### config.mk
export PLATFORM = sky130hd
export DESIGN_NAME = rr_mux4_flat
export DESIGN_NICKNAME = d
export VERILOG_FILES = /design/src/rtl/rr_mux4_if.sv /design/src/rtl/rr_mux4.sv /design/src/flat_wrapper.sv
export SDC_FILE = /design/constraint.sdc
export NUM_CORES = 1
export LEC_CHECK = 0
export CELL_PAD_IN_SITES_DETAIL_PLACEMENT = 0
export CELL_PAD_IN_SITES_GLOBAL_PLACEMENT = 1
export CORE_MARGIN = 3
export CORE_UTILIZATION = 29
export CTS_BUF_LIST = sky130_fd_sc_hd__clkbuf_4 sky130_fd_sc_hd__clkbuf_8
export CTS_CLUSTER_DIAMETER = 30
export DETAILED_ROUTE_END_ITERATION = 7
export PLACE_DENSITY = 0.82
export SETUP_SLACK_MARGIN = 0.02
export SLEW_MARGIN = 10
export SYNTH_ARGS = -nofsm -noshare
export SYNTH_HDL_FRONTEND = slang
export SYNTH_SLANG_ARGS = --single-unit
### constraint.sdc
create_clock -name clk -period 3.38 [get_ports clk]
set_clock_uncertainty 0.1 [all_clocks]
set_input_delay 1.014 -clock clk [delete_from_list [all_inputs] [get_ports clk]]
set_output_delay 1.014 -clock clk [all_outputs]
set_load 0.005 [all_outputs]
### src/rtl/rr_mux4_if.sv
// Bundle of the four producer channels and the single merged consumer channel
// that rr_mux4 connects together.
interface rr_mux4_if #(
    parameter int DATA_W = 8
);
    logic [3:0]          in_valid;
    logic [4*DATA_W-1:0] in_data;
    logic [3:0]          in_ready;
    logic                out_valid;
    logic [DATA_W-1:0]   out_data;
    logic [1:0]          out_sel;
    logic                out_ready;

    // Merger side: it takes the producer channels and drives the merged output.
    modport slave (
        input  in_valid, in_data, out_ready,
        output in_ready, out_valid, out_data, out_sel
    );

    // Environment side: producers and the consumer.
    modport master (
        output in_valid, in_data, out_ready,
        input  in_ready, out_valid, out_data, out_sel
    );
endinterface

### src/rtl/rr_mux4.sv
// rr_mux4: merges four valid/ready producers into one registered output stage.
// A round-robin pointer picks the producer, and each output word is tagged
// with the index of the channel it came from.
module rr_mux4 #(
    parameter int DATA_W = 8
) (
    input  logic     clk,
    input  logic     rst,
    rr_mux4_if.slave bus
);
    logic [1:0]        r_ptr;
    logic              r_out_valid;
    logic [DATA_W-1:0] r_out_data;
    logic [1:0]        r_out_sel;

    logic              w_load;
    logic              w_grant;
    logic [1:0]        w_g;
    logic [3:0]        w_in_ready;
    logic [DATA_W-1:0] w_data;

    // The output register can accept a word when it is empty or being drained.
    assign w_load = ~r_out_valid | bus.out_ready;

    // Round-robin search starting at r_ptr. The loop runs from the farthest
    // offset to the nearest, so the nearest valid channel is the one that wins.
    always_comb begin
        logic [1:0] idx;
        idx     = '0;
        w_grant = 1'b0;
        w_g     = r_ptr;
        for (int k = 3; k >= 0; k--) begin
            idx = r_ptr + 2'(k);
            if (bus.in_valid[idx]) begin
                w_grant = 1'b1;
                w_g     = idx;
            end
        end
    end

    assign w_data = bus.in_data[w_g*DATA_W +: DATA_W];

    // Drive a one-hot ready only to the granted channel, and only when the
    // output register can take the word. Ready is forced low during reset.
    assign w_in_ready = (w_load && w_grant && !rst) ? (4'b0001 << w_g) : 4'b0000;

    // Output register and priority pointer. A grant loads a new word. A free
    // slot with no request empties the register. Under backpressure the
    // register holds its value.
    always_ff @(posedge clk or posedge rst) begin
        if (rst) begin
            r_out_valid <= 1'b0;
            r_out_data  <= '0;
            r_out_sel   <= 2'b00;
            r_ptr       <= 2'b00;
        end else if (w_load) begin
            if (w_grant) begin
                r_out_valid <= 1'b1;
                r_out_data  <= w_data;
                r_out_sel   <= w_g;
                r_ptr       <= w_g + 2'd1;
            end else begin
                r_out_valid <= 1'b0;
            end
        end
    end

    assign bus.in_ready  = w_in_ready;
    assign bus.out_valid = r_out_valid;
    assign bus.out_data  = r_out_data;
    assign bus.out_sel   = r_out_sel;
endmodule

### src/flat_wrapper.sv
// flat-port wrapper written by rule: the top's interface ports become plain ports
module rr_mux4_flat 
#(
    parameter int DATA_W = 8
)
  (clk, rst, bus_in_valid, bus_in_data, bus_out_ready, bus_in_ready, bus_out_valid, bus_out_data, bus_out_sel);
  rr_mux4_if #(.DATA_W(DATA_W)) bus_i ();
  input  logic clk;
  input  logic rst;
  input wire logic [$bits(bus_i.in_valid)-1:0] bus_in_valid;
  input wire logic [$bits(bus_i.in_data)-1:0] bus_in_data;
  input wire logic [$bits(bus_i.out_ready)-1:0] bus_out_ready;
  output wire logic [$bits(bus_i.in_ready)-1:0] bus_in_ready;
  output wire logic [$bits(bus_i.out_valid)-1:0] bus_out_valid;
  output wire logic [$bits(bus_i.out_data)-1:0] bus_out_data;
  output wire logic [$bits(bus_i.out_sel)-1:0] bus_out_sel;
  assign bus_i.in_valid = bus_in_valid;
  assign bus_i.in_data = bus_in_data;
  assign bus_i.out_ready = bus_out_ready;
  assign bus_in_ready = bus_i.in_ready;
  assign bus_out_valid = bus_i.out_valid;
  assign bus_out_data = bus_i.out_data;
  assign bus_out_sel = bus_i.out_sel;
  rr_mux4 #(.DATA_W(DATA_W)) u_core (.clk(clk), .rst(rst), .bus(bus_i));
endmodule
# == Yosys cells after proc, flatten, opt, wreduce, memory -nomap -nowiden ==
# Cells that the tools add are included.
# word_totals
reg_bits,13
out_inout_bits,15
# op_classes
n_addsub,4
magnitude_cmp,4
shifts,2
n_mux,18
bitwise,2
reduce_logical,4
# ops
cell,n
32-bit by 6-bit indexed part select with 8-bit output,1
2-bit by 3-bit less-than comparator with 1-bit output (second input constant),4
1-bit two-way mux,9
1-bit binary-select mux with 2-bit select,4
2-bit two-way mux,4
2-bit by 1-bit adder with 2-bit output (second input constant),2
2-bit adder (second input constant),2
4-bit two-way mux,1
1-bit by 2-bit << shifter with 4-bit output (first input constant),1
1-bit logical AND,2
2-bit AND reduction,1
1-bit logical NOT,1
1-bit NOT,1
1-bit bitwise OR,1

# == Depth between registers and ports, before layout ==
# depth
depth_word,10
depth_mapped,7
mapped_depth_nobuf,5

# == Worst setup path after synthesis ==
# OpenSTA, ideal clock, no wires.
# synth_path
kind,input-to-output
startpoint,input port bus_in_valid[3]
endpoint,output port bus_in_ready[2]
arrival_ns,2.111
setup_slack_ns,0.155
stages,6
path_buffers,2
path_cell_list,buf_4 nor2b_4 a2111o_1 buf_6 nand2_8 and4_2
# synth_via
elab_chain_len,9
# synth_rtl
item,line,text
from (decl),flat_wrapper.sv:10,input wire logic [$bits(bus_i.in_valid)-1:0] bus_in_valid;
1-bit binary-select mux with 2-bit select,rr_mux4.sv:34,if (bus.in_valid[idx]) begin
1-bit two-way mux (implied by the code),rr_mux4.sv:34,
1-bit two-way mux (4 in series),rr_mux4.sv:34,
1-bit logical AND (2 in series),rr_mux4.sv:45,assign w_in_ready = (w_load && w_grant && !rst) ? (4'b0001 << w_g) : 4'b0000;
4-bit two-way mux (*),rr_mux4.sv:45,
to (decl),flat_wrapper.sv:13,output wire logic [$bits(bus_i.in_ready)-1:0] bus_in_ready;
# Mark *: on every way between the ends. The rest lies on a longest branch, timed or not. The select of a mux whose other input is x is not followed.

# == Worst setup path in the final report ==
# layout_path
startpoint,input port bus_in_valid[1]
endpoint,output port bus_in_ready[0]
# The elaborated chain is that of the path after synthesis.

==> impl_metrics.yaml <==
clock_tree:
  clk_latency_ps: 280
  cts_tree: "yes"
  cts_max_level: 1
  hold_buffers: 0
  cts.sinks: 13
  cts.path.max_buffers: 2
  root_buffer: "clkbuf_4"
  path_clk_slew_ps: 70
  cts_made_buffers: 3
timing:
  finalCritPeriodShare_pct: 97.8
  rsz0062_at_grt: "false"
  fmax_mhz: 303
  fin_crit_ps: 3310
  tns_ps: 0
  report.final.slew_viol_count: 0
  worst_pin_slew_ps: 438
  setup_viol: 0
  slew_headroom_pct: 70.8
  hold_viol: 0
floorplan:
  fp.dieW_um: 64.4
  boundaryPins: 54
  dieArea_sq_mm: 0.00415
  initial_core_util_pct: 31.4
  die_height_um: 64.4
  rows: 20
  core-area_sq_mm: 0.00315
min_path:
  hold_path.class: "reg -> reg"
  holdPathStages: 1
  holdPathEnd: "u_core.bus.out_sel[0]$_DFFE_PP0P_"
  min_from: "u_core.bus.out_sel[0]$_DFFE_PP0P_"
final_layout:
  layout-drive-gt1-share_pct: 32.3
  n_antenna_cell: 0
  final_cell_mix: "45 x clkdlybuf4s50_1, 17 x buf_4, 13 x dfrtp_1"
  finalNonFillerCells: 211
  layout.nets: 207
  final_core_util_pct: 54.3
  area_growth_pct: 72.9
  final_common_cell: "clkdlybuf4s50_1"
grt:
  grt_max_degree: 17
  grt_overflow: 0
  first_global_vias: 1092
  antenna_found_initial: 0
  grt_pass1_wl_mm: 4.71
  track_usage_pct: 14.5
routing:
  drtIter0Drc: 26
  via_count: 1043
  routed_wl_mm: 2.96
  drc_errors: 0
  drt-pass1-iter-count: 4
  viasPerCell: 4.94
  ant_nets: 0
  wl_per_cell_um: 14.0
logic_synthesis:
  synthAdderAreaFrac_pct: 0
  yosys_register_bits: 13
  synth_area_sq_um: 990
  synth_top_family_by_area: "compound AO/OA/AOI/OAI gates"
  synth-xor-area-share_pct: 0.885
  ys_seq_area_share_pct: 32.9
  synth_compound_area_share_pct: 29.5
  syn-mean-instance-area_sq_um: 10.2
  yosys.cell_types.count: 31
  synth-simple-area-share_pct: 19.2
  synth_cells: 97
  ys.warnings.count: 0
  synth_mux_area_share_pct: 12.1
  syn-num-nets: 136
worst_setup_path:
  worstReg2RegEnd: "u_core.bus.out_data[5]$_DFFE_PP0P_"
  worstSetupStartpointType: "primary input"
  cp-end-kind: "output port"
  cp_cell_sequence: "buf_2 > buf_6 > a2111oi_4 > nor2_4 > and4_1 > clkdlybuf4s15_1"
  slowest_stage: "a2111oi_4"
  reg2reg_depth: 7
  reg2reg_from: "u_core.r_ptr[1]$_DFFE_PP0P_"
  worstPathArrival_ps: 2190
  crit_type: "in -> out"
  crit_fanout: 4
  slowest_delay_ps: 440
  r2r_slack_ps: 890
  crit_required_ps: 2270
run_status:
  outcome: "completed"
power_and_ir_drop:
  vdd_drop_max_mv: 0.224
  p_leak_nw: 0.726
  power.density_mw_per_mm2: 539
flow_run:
  maxCapViolations: 0
place:
  io_buffers: 53
  hpwl_mm: 2.31
  dp_cells: 205
  place_congestion: 0.788
==> critical path: cells and delay by family <==
family                 cells  cell delay [ps]
AOI/OAI and AO/OA          1              440
buffers and inverters      3              440
and+or+nand+nor            2              290
==> what timing repair did <==
item,4_1_cts,5_1_grt
pin swaps,6,3
setup buffers,1,1
setup endpoints to repair,4,3
resized for setup,37,6
==> worst max-delay path by stage <==
stage | start | endpoint | slack, ps
2_1_floorplan | bus_in_valid[3] | bus_in_ready[2] | 150
3_3_place_gp | bus_in_valid[3] | bus_in_ready[2] | -790
3_5_place_dp | bus_in_valid[3] | bus_in_ready[2] | -840
4_1_cts | bus_out_ready | bus_in_ready[1] | 30
5_1_grt | bus_in_valid[1] | bus_in_ready[0] | 30
6_report | bus_in_valid[1] | bus_in_ready[0] | 70
==> flip-flops by register name, indices dropped and copies added (netlist names) <==
| name | count |
|---|---|
| u_core.bus.out_data | 8 |
| u_core.bus.out_sel | 2 |
| u_core.r_ptr | 2 |
| u_core.bus.out_valid | 1 |
==> logic make-up (layout without fill, tap and decap cells) <==
group / count (synthesis) / after routing
AO/OA/AOI/OAI: 39 / 39
XOR/XNOR: 1 / 1
AND/OR/NAND/NOR: 28 / 28
flip-flops: 13 / 13
buffers and inverters: 8 / 78
multiplexers: 8 / 8
==> power breakdown <==
| part | total (mW) | internal [mW] | switching, mW | leakage, nW |
|---|---|---|---|---|
| sequential | 0.267 | 0.215 | 0.0517 | 0.156 |
| clock | 0.104 | 0.0537 | 0.0502 | 0.0184 |
| combinational | 0.552 | 0.329 | 0.223 | 0.553 |
| total | 0.923 | 0.598 | 0.325 | 0.726 |
==> cell usage after synthesis, drive strengths merged <==
library cell	count	area (sq um)
nor4	3	18.8
a21boi	1	7.51
a2111o	1	11.3
and2b	2	16.3
nor2b	3	26.3
buf	5	42.5
a31o	1	8.76
and4	2	18.8
nor2	3	13.8
inv	3	11.3
dfrtp	13	325
xnor2	1	8.76
nand3	9	45.0
nor3	1	16.3
o21bai	1	7.51
mux2	8	120
o21a	1	7.51
a221o	8	80.1
o21ai	13	76.3
nand2	5	35.0
a21o	2	15.0
a21oi	10	50.1
a2111oi	1	27.5
==> through the flow <==
step	total power, mW	cell area [sq um]	hold WS, ps	worst slack, ps
6_report	0.923	1710	377	74.4
5_1_grt	0.989	1710	414	30.9
4_1_cts	0.923	1700	385	26.4
3_5_place_dp	0.801	1650	368	-838
3_3_place_gp	0.791	1650	365	-785
2_1_floorplan	0.553	990	373	155
==> metal layers <==
metal / vias to the layer above / GRT usage, % / routed length [um]
met3: 6 / 5.37 / 237
met4: 0 / 3.43 / 23
met5: - / 0 / 0
met1: 481 / 16.3 / 1280
li1: 513 / - / -
met2: 43 / 25.8 / 1420
==> final cells by class <==
cell class              instances  area (sq um)
fillers                       310          1440
multi-input cells              76           649
repair buffers                 71           641
flip-flops and latches         13           325
well taps                      44          55.1
clock buffers                   4          30.0
inverters                       3          11.3
Note: power is estimated with default switching activity, not from simulation.
